`src/rtl/regfile_ctrl_pkg.sv`:
```
// Shared definitions for the register-file writeback control slice.
//   DW_DEFAULT / AW_DEFAULT : default write-data and register-address widths
//   req_id_e                : requester identity; also the bit position of
//                             each requester in the arbiter request/grant vectors
package regfile_ctrl_pkg;

  localparam int unsigned DW_DEFAULT = 32;
  localparam int unsigned AW_DEFAULT = 5;

  typedef enum logic {
    REQ_A = 1'b0,  // ALU writeback
    REQ_B = 1'b1   // load writeback
  } req_id_e;

endpackage

```
`src/rtl/rr_arb2.sv`:
```
// Two-way round-robin arbiter.
//   clk, rst : clock, asynchronous active-high reset
//   req[1:0] : requests, bit REQ_A / REQ_B
//   xfer     : a granted request was accepted this cycle
//   gnt[1:0] : one-hot (or zero) combinational grant, forced to 0 during reset
// A lone request is granted at once. On a tie the grant goes to the requester
// that did not win the most recent transfer. The pointer moves only on xfer
// and starts at REQ_B so that A wins the first tie after reset.
module rr_arb2
  import regfile_ctrl_pkg::*;
(
  input  logic       clk,
  input  logic       rst,
  input  logic [1:0] req,
  input  logic       xfer,
  output logic [1:0] gnt
);

  req_id_e last_q;

  always_comb begin
    gnt = '0;
    if (!rst) begin
      if (req == 2'b11) begin
        gnt = (last_q == REQ_B) ? 2'b01 : 2'b10;
      end else begin
        gnt = req;
      end
    end
  end

  always_ff @(posedge clk or posedge rst) begin
    if (rst) begin
      last_q <= REQ_B;
    end else if (xfer) begin
      last_q <= gnt[1] ? REQ_B : REQ_A;
    end
  end

endmodule

```
`src/rtl/regfile_wb_arbiter.sv`:
```
// Register-file writeback arbiter with pending-write scoreboard.
//   clk, rst                   : clock, asynchronous active-high reset
//   issue_valid / issue_addr   : mark a destination register as pending
//   a_valid/a_addr/a_data      : requester A (ALU writeback); a_ready = accepted
//   b_valid/b_addr/b_data      : requester B (load writeback); b_ready = accepted
//   rf_write/rf_waddr/rf_wdata : registered register-file write port
//   q_addr1/2 -> q_busy1/2     : combinational pending lookup (no bypass)
//   conflict_cnt               : saturating count of both-valid cycles
module regfile_wb_arbiter
  import regfile_ctrl_pkg::*;
#(
  parameter int unsigned DW           = DW_DEFAULT,
  parameter int unsigned AW           = AW_DEFAULT,
  parameter bit          ZERO_DISCARD = 1'b1
) (
  input  logic          clk,
  input  logic          rst,
  input  logic          issue_valid,
  input  logic [AW-1:0] issue_addr,
  input  logic          a_valid,
  input  logic [AW-1:0] a_addr,
  input  logic [DW-1:0] a_data,
  output logic          a_ready,
  input  logic          b_valid,
  input  logic [AW-1:0] b_addr,
  input  logic [DW-1:0] b_data,
  output logic          b_ready,
  output logic          rf_write,
  output logic [AW-1:0] rf_waddr,
  output logic [DW-1:0] rf_wdata,
  input  logic [AW-1:0] q_addr1,
  input  logic [AW-1:0] q_addr2,
  output logic          q_busy1,
  output logic          q_busy2,
  output logic [15:0]   conflict_cnt
);

  localparam int unsigned NREG = 2 ** AW;

  logic [1:0]      gnt;
  logic            xfer;
  logic [AW-1:0]   sel_addr;
  logic [DW-1:0]   sel_data;
  logic            sel_drop;
  logic            issue_set;
  logic [NREG-1:0] pending_q;
  logic [NREG-1:0] pending_d;

  rr_arb2 u_arb (
    .clk  (clk),
    .rst  (rst),
    .req  ({b_valid, a_valid}),
    .xfer (xfer),
    .gnt  (gnt)
  );

  assign a_ready = gnt[0];
  assign b_ready = gnt[1];
  // A grant is only ever given to a valid requester, so any grant is a transfer.
  assign xfer    = |gnt;

  assign sel_addr  = gnt[1] ? b_addr : a_addr;
  assign sel_data  = gnt[1] ? b_data : a_data;
  assign sel_drop  = ZERO_DISCARD && (sel_addr == '0);
  assign issue_set = issue_valid && !(ZERO_DISCARD && (issue_addr == '0));

  always_ff @(posedge clk or posedge rst) begin
    if (rst) begin
      rf_write <= 1'b0;
      rf_waddr <= '0;
      rf_wdata <= '0;
    end else begin
      rf_write <= xfer && !sel_drop;
      if (xfer) begin
        rf_waddr <= sel_addr;
        rf_wdata <= sel_data;
      end
    end
  end

  // Clear is applied before set so a same-edge set on the same address wins.
  always_comb begin
    pending_d = pending_q;
    if (rf_write) begin
      pending_d[rf_waddr] = 1'b0;
    end
    if (issue_set) begin
      pending_d[issue_addr] = 1'b1;
    end
  end

  always_ff @(posedge clk or posedge rst) begin
    if (rst) begin
      pending_q <= '0;
    end else begin
      pending_q <= pending_d;
    end
  end

  assign q_busy1 = pending_q[q_addr1];
  assign q_busy2 = pending_q[q_addr2];

  always_ff @(posedge clk or posedge rst) begin
    if (rst) begin
      conflict_cnt <= '0;
    end else if (a_valid && b_valid && (conflict_cnt != 16'hFFFF)) begin
      conflict_cnt <= conflict_cnt + 16'd1;
    end
  end

endmodule

```
`config.mk`:
```
export PLATFORM = sky130hd
export DESIGN_NAME = regfile_wb_arbiter
export DESIGN_NICKNAME = d
export VERILOG_FILES = /design/src/rtl/regfile_ctrl_pkg.sv /design/src/rtl/rr_arb2.sv /design/src/rtl/regfile_wb_arbiter.sv
export SDC_FILE = /design/constraint.sdc
export NUM_CORES = 1
export LEC_CHECK = 0
export CORE_UTILIZATION = 44
export CTS_BUF_LIST = sky130_fd_sc_hd__clkbuf_16
export DETAILED_ROUTE_END_ITERATION = 12
export PLACE_DENSITY = 0.78
export SYNTH_ARGS = -nofsm -noshare
export SYNTH_HDL_FRONTEND = slang
export SYNTH_HIERARCHICAL = 1
export SYNTH_SLANG_ARGS = --single-unit
```
`constraint.sdc`:
```
create_clock -name clk -period 4.8 [get_ports clk]
set_input_delay 0.72 -clock clk [delete_from_list [all_inputs] [get_ports clk]]
set_output_delay 0.72 -clock clk [all_outputs]
set_load 0.01 [all_outputs]
```
==> impl_metrics.json, run 1 <==
{
  "cts_tree": "yes",
  "gate_count_of_the_mapped_netlist": 455,
  "fillers": 783,
  "maxCapViolCount": 0,
  "floorplan.io_pins": 152,
  "timing.critical_path.required_ns": 4.08,
  "synth_area_leaders": "dfrtp_1, mux2i_1, o21ai_0",
  "worst_slew_pin_slew_ns": 0.980,
  "grt_usage_pct": 27.0,
  "cts.sinks": 87,
  "post-route-period-util_pct": 79.2,
  "timing.clock.skew_ns": 0.00627,
  "timing.slew.headroom_pct": 34.6,
  "final_layout_size_suffix_gt1_share_pct": 5.61,
  "cts_max_level": 3,
  "synth.yosys.warnings": 6,
  "grt_remaining_overflow": 0,
  "num_rows": 36,
  "async_flop_share_pct": 100,
  "routed_wirelength_mm": 13.6,
  "detail_route.first_pass.iterations": 5,
  "synthesis.nets": 550,
  "grt_first_pass_wirelength_mm": 21.3,
  "post_cts_resize_count": 0,
  "rr_startpoint": "u_arb/last_q$_DFFE_PP1P_",
  "power_density_over_cell_area_nw_per_um2": 402,
  "drc": 0,
  "cp.arrival_ns": 3.08,
  "tns_ns": 0,
  "clock_insertion_delay_worst_skew_ns": 0.34,
  "outcome": "finished clean",
  "power.static_leakage_nw": 2.56,
  "synth_seq_area_share_pct": 48.1,
  "holdBufCountCts": 0,
  "maximum_number_of_pins_on_one_net_before_global_route_repair": 78,
  "layout.nets": 696,
  "detail-route-antenna-nets": 0,
  "critPathLaunch": "q_addr1[1]",
  "critPathCaptureType": "output pin",
  "timing_hold_violations_final": 0,
  "maximum_fanout_count_along_the_critical_path": 14,
  "die_area_um2": 10700,
  "rr_worst_depth": 5,
  "holdCritPathClass": "reg2reg",
  "die_x_um": 103,
  "antenna_cells_inserted": 0,
  "maxClockFrequency_mhz": 263,
  "post_synth.cell_area_avg_um2": 9.95,
  "port_buffer_cells": 151,
  "synth.cell_area_um2": 4530,
  "post_drt_wl_per_cell_um": 18.5,
  "vdd_drop_max_mv": 0.205,
  "hpwlAfterDp_mm": 10.1,
  "r2r_slack_ns": 2.88,
  "yosys_register_bits": 87,
  "clk_pin_slew_worst_paths_ns": 0.06,
  "ys_types": 43,
  "vias": 4113,
  "grt_pass1_vias": 4222,
  "dpl_cell_area_um2": 6150,
  "cts_root_buffer": "clkbuf_16",
  "synth_top_cell_area_share_pct": 47.5,
  "synth_enable_flop_cells": 0,
  "grt_setup_unrepaired": "false",
  "placeableCoreArea_um2": 9860,
  "fp.dieH_um": 103,
  "post_drt_via_cell_ratio": 5.57,
  "postCtsSetupBuffers": 0,
  "yosysMostFrequentCell": "o21ai_0",
  "drt_iter0_markers": 212,
  "area_growth_syn_to_layout_pct": 42.8,
  "timing.final.max_slew_violations": 0,
  "cts_made_buffers": 9,
  "antenna_violations_before_repair": 0,
  "endpoint": "q_busy1",
  "rr_endpoint": "rf_wdata[13]$_DFFE_PP0P_",
  "setup_violators_final": 0,
  "globalplace.congestion": 0.962,
  "layout_min_cycle_time_ns": 3.80,
  "synth_common_cells": "o21ai_0, dfrtp_1, mux2i_1",
  "final_instance_area_um2": 6470,
  "clk_path_buf_depth": 2,
  "yosys.area.top_type": "dfrtp_1",
  "cp-start-kind": "input pin",
  "commonest_register_cell_after_synthesis": "dfrtp_1",
  "initial_utilization_pct": 45.9,
  "setup.worst_path.class": "in2out"
}
[where the power goes]
group          total (mW)  internal (mW)  switching, mW
combinational       0.731          0.401          0.330
clock               0.736          0.452          0.284
sequential           1.14          0.931          0.204
total                2.60           1.78          0.819
[logic make-up after synthesis]
family	synth area share, %
AOI/OAI and AO/OA	15.3
xor gates and xnor gates	2.51
and+or+nand+nor	15.7
muxes	15.8
adders and majority gates	0.276
DFF	48.1
buffers and inverters	2.32
[layout by cell type (no fill, tap or decap), drive strengths merged, types with 3 or more instances in the layout]
cell type	netlist	layout
nor2	12	12
a21oi	6	6
buf	11	5
nand4	5	5
and2	4	4
clkdlybuf4s50	0	151
nand3	13	13
nand2	61	61
a22oi	8	8
clkinv	0	4
clkbuf	10	9
and4	3	3
o21ai	103	103
and3	3	3
nand2b	4	4
inv	3	3
dfrtp	86	86
xor2	7	7
nand3b	10	10
xnor2	6	6
or3	3	3
nor2b	5	5
mux2i	69	69
or3b	4	4
[per-stage QoR]
step / hold WS, ns / setup WS (ns) / util, % / power (mW) / std cells
after floorplan: 0.479 / 1.86 / - / 1.45 / 455
after global placement: 0.497 / 1.04 / 62.4 / 1.84 / 723
after detailed placement: 0.503 / 0.987 / 62.4 / 1.87 / 723
after CTS: 0.513 / 0.973 / 65.6 / 2.62 / 739
after global routing: 0.529 / 0.854 / 65.6 / 2.74 / 739
final: 0.514 / 0.997 / 65.6 / 2.60 / 739
[per-layer routing]
| layer | wire length [µm] | vias up | track usage (%) |
|---|---|---|---|
| met5 | 0 | - | 0 |
| met4 | 272 | 0 | 12.4 |
| met3 | 1280 | 22 | 9.68 |
| met2 | 6860 | 190 | 45.5 |
| met1 | 5230 | 1961 | 30.8 |
| li1 | - | 1940 | - |
[how the worst min path moves through the flow]
| stage | startpoint | to | depth (start not counted) |
|---|---|---|---|
| 6_report | conflict_cnt[9]$_DFFE_PP0P_ | conflict_cnt[9]$_DFFE_PP0P_ | 1 |
| 5_1_grt | conflict_cnt[9]$_DFFE_PP0P_ | conflict_cnt[9]$_DFFE_PP0P_ | 1 |
| 4_1_cts | conflict_cnt[9]$_DFFE_PP0P_ | conflict_cnt[9]$_DFFE_PP0P_ | 1 |
| 3_5_place_dp | conflict_cnt[9]$_DFFE_PP0P_ | conflict_cnt[9]$_DFFE_PP0P_ | 1 |
| 3_3_place_gp | conflict_cnt[9]$_DFFE_PP0P_ | conflict_cnt[9]$_DFFE_PP0P_ | 1 |
| 2_1_floorplan | pending_q[0]$_DFF_PP0_ | pending_q[0]$_DFF_PP0_ | 1 |
[registers in the layout (all words and copies together), names as in the netlist]
signal / count
pending_q: 32
rf_wdata: 32
conflict_cnt: 16
rf_waddr: 5
rf_write: 1
u_arb/last_q: 1
[final cells by class]
| class | instances | area, µm² | area share [%] |
|---|---|---|---|
| multi-input combinational | 344 | 2250 | 34.7 |
| clock inverter | 7 | 88.8 | 1.37 |
| tap | 133 | 166 | 2.57 |
| sequential | 87 | 2180 | 33.7 |
| inverter | 3 | 12.5 | 0.193 |
| clock buffer | 9 | 225 | 3.48 |
| timing repair buffer | 156 | 1550 | 24.0 |
[critical path, cell delays in order]
cell,delay (ns)
clkdlybuf4s50_1,0.99
mux2i_1,0.28
a22oi_1,0.11
nand4b_1,0.12
a21oi_1,0.04
a311o_1,0.34
clkdlybuf4s50_1,0.48
Power figures use the tool's default switching activity.
==> run 2, diff against run 1 <==
--- a/config.mk
+++ b/config.mk
@@ -5,10 +5,10 @@
 export SDC_FILE = /design/constraint.sdc
 export NUM_CORES = 1
 export LEC_CHECK = 0
-export CORE_UTILIZATION = 44
+export CORE_UTILIZATION = 42
 export CTS_BUF_LIST = sky130_fd_sc_hd__clkbuf_16
 export DETAILED_ROUTE_END_ITERATION = 12
-export PLACE_DENSITY = 0.78
+export PLACE_DENSITY = 0.77
 export SYNTH_ARGS = -nofsm -noshare
 export SYNTH_HDL_FRONTEND = slang
 export SYNTH_HIERARCHICAL = 1
==> constraint.sdc (replaced) <==
create_clock -name clk -period 3.45 [get_ports clk]
set_input_delay 0.5175 -clock clk [delete_from_list [all_inputs] [get_ports clk]]
set_output_delay 0.5175 -clock clk [all_outputs]
set_load 0.01 [all_outputs]
==> run 2 against run 1 <==
Worst hold slack improved by 0.013 ns. Sequential share of layout area about the same. Global-route usage shrank 2.5 points. Total power up 37%. Sequential power is 40% higher. Register-to-register slack lost 1.3 ns. Non-clock buffer count is the same.
==> impl_metrics.json, run 2 (synthesis results as in run 1) <==
{
  "post-route-worst-setup-slack_ns": 0.368,
  "dpl_cell_area_um2": 6170,
  "critical_path.most_common_cell": "clkdlybuf4s50_1",
  "clock_insertion_delay_worst_skew_ns": 0.34,
  "holdCritPathClass": "reg2reg",
  "clk_path_buf_depth": 2,
  "cts_tree": "yes",
  "layout.nets": 696,
  "setup_violators_final": 0,
  "die_x_um": 106,
  "hold_path_startpoint": "conflict_cnt[12]$_DFFE_PP0P_",
  "rr_endpoint": "rf_waddr[1]$_DFFE_PP0P_",
  "max_stage_delay_ns": 0.48,
  "hold_end": "conflict_cnt[12]$_DFFE_PP0P_",
  "maximum_fanout_count_along_the_critical_path": 16,
  "final_common_cell": "clkdlybuf4s50_1",
  "stdcell_count": 742,
  "port_buffer_cells": 151,
  "cts_root_buffer": "clkbuf_16",
  "place_ws_ns": 0.372,
  "setup.worst_path.class": "in2out",
  "floorplan.io_pins": 152,
  "final_layout_size_suffix_gt1_share_pct": 5.45,
  "clock_share_of_power_pct": 26.4,
  "grt_usage_pct": 24.5,
  "rr_startpoint": "u_arb/last_q$_DFFE_PP1P_",
  "cp_cell_instances": "clkdlybuf4s50_1, buf_4, mux2i_1, a22oi_1, nand4b_1, a21oi_1, a311o_1, clkdlybuf4s50_1",
  "cts.sinks": 87,
  "power.static_leakage_nw": 2.55,
  "layout_min_cycle_time_ns": 3.08,
  "whs_path_depth": 1,
  "clk_pin_slew_worst_paths_ns": 0.06,
  "worstPathBufferInverterCount": 3,
  "num_rows": 37,
  "drc": 0,
  "postCtsSetupBuffers": 0,
  "mostFrequentLayoutCells": "clkdlybuf4s50_1, o21ai_0, dfrtp_1",
  "initial_utilization_pct": 43.7,
  "maxClockFrequency_mhz": 324,
  "crit_slowest_cell": "clkdlybuf4s50_1",
  "p_sw_mw": 1.16,
  "cp.arrival_ns": 2.56,
  "registers_with_the_most_flip_flops": "pending_q x32, rf_wdata x32, conflict_cnt x16",
  "fp.dieH_um": 106,
  "timing.slew.headroom_pct": 56.7,
  "vdd_drop_max_mv": 0.268,
  "critPathCaptureType": "output pin",
  "vias": 4108,
  "grt_setup_unrepaired": "false",
  "post_drt_wl_per_cell_um": 17.9,
  "cp-start-kind": "input pin",
  "seq_power_share_pct": 44.9,
  "globalplace.congestion": 0.924,
  "path_delay_family": "buffers and inverters",
  "post_drt_via_cell_ratio": 5.54,
  "grt_pass1_vias": 4194,
  "power_frac_comb_pct": 28.6,
  "grt_first_pass_wirelength_mm": 21.2,
  "power_density_over_cell_area_nw_per_um2": 553,
  "maxCapViolCount": 0,
  "timing.final.max_slew_violations": 0,
  "timing.critical_path.required_ns": 2.93,
  "die_area_um2": 11200,
  "fillers": 882,
  "post_cts_resize_count": 0,
  "final_instance_area_um2": 6460,
  "tns_ns": 0,
  "timing_hold_violations_final": 0,
  "cts_max_level": 3,
  "rr_worst_depth": 5,
  "detail_route.first_pass.iterations": 4,
  "area_growth_syn_to_layout_pct": 42.7,
  "routed_wirelength_mm": 13.3,
  "power.share.switching_pct": 32.6,
  "drt_iter0_markers": 217,
  "antenna_violations_before_repair": 0,
  "r2r_slack_ns": 1.55,
  "grt_remaining_overflow": 0,
  "intPower_mw": 2.41,
  "dpl.cell_count": 726,
  "worst_slew_pin_slew_ns": 0.650,
  "placeableCoreArea_um2": 10400,
  "post-route-period-util_pct": 89.3,
  "outcome": "finished clean",
  "layout.core_utilization_pct": 62.3,
  "antenna_cells_inserted": 0,
  "whs_ns": 0.527,
  "maximum_number_of_pins_on_one_net_before_global_route_repair": 78,
  "holdBufCountCts": 0,
  "cts_made_buffers": 9,
  "hpwlAfterDp_mm": 10.1,
  "detail-route-antenna-nets": 0,
  "fin_total_pwr_mw": 3.57,
  "timing.clock.skew_ns": 0.00824
}
## run 2: changes by cell type in the layout (fill, tap and decap cells not counted), sizes merged
cell and delta:
clkinvlp +1, bufinv -1
## run 2: worst reg2reg max path, delay by kind of cell (launching register included)
family                 cells  cell delay [ns]
AOI/OAI and AO/OA          1             0.09
DFF                        1             0.54
and+or+nand+nor            2             0.29
buffers and inverters      1             0.52
muxes                      1             0.32
## run 2: cell type report
type / count / area [µm²] / share of cell area (%)
repair buffers: 156 / 1560 / 24.2
clock buffers: 9 / 225 / 3.49
well taps: 136 / 170 / 2.63
flip-flops and latches: 87 / 2180 / 33.7
clock inverters: 7 / 65.1 / 1.01
inverters: 3 / 12.5 / 0.194
multi-input cells: 344 / 2250 / 34.8
## run 2: layer usage
layer / track usage (%) / vias to the layer above / share of wire (%)
met5: 0 / - / 0
li1: - / 1929 / -
met1: 29.5 / 1966 / 39
met2: 42.9 / 193 / 50
met3: 5.57 / 20 / 8.4
met4: 8.63 / 0 / 2.0
## run 2: power by group through the flow
| stage | clock (mW) | sequential (mW) | combinational [mW] |
|---|---|---|---|
| after global routing | 0.992 | 1.62 | 1.13 |
| final | 0.944 | 1.60 | 1.02 |
| after detailed placement | 0 | 1.61 | 1.02 |
| after CTS | 0.956 | 1.59 | 1.03 |
| after global placement | 0 | 1.60 | 0.986 |
| after floorplan | 0 | 1.53 | 0.485 |
## run 2: worst max-delay path by stage
| stage | startpoint | to | slack [ns] | cells after the start |
|---|---|---|---|---|
| final | q_addr1[1] | q_busy1 | 0.37 | 8 |
| after global routing | q_addr1[1] | q_busy1 | 0.23 | 8 |
| after CTS | q_addr1[1] | q_busy1 | 0.36 | 8 |
| after detailed placement | q_addr1[1] | q_busy1 | 0.37 | 8 |
| after global placement | q_addr1[1] | q_busy1 | 0.43 | 8 |
| after floorplan | rst | conflict_cnt[0]$_DFFE_PP0P_ | 0.71 | 1 |
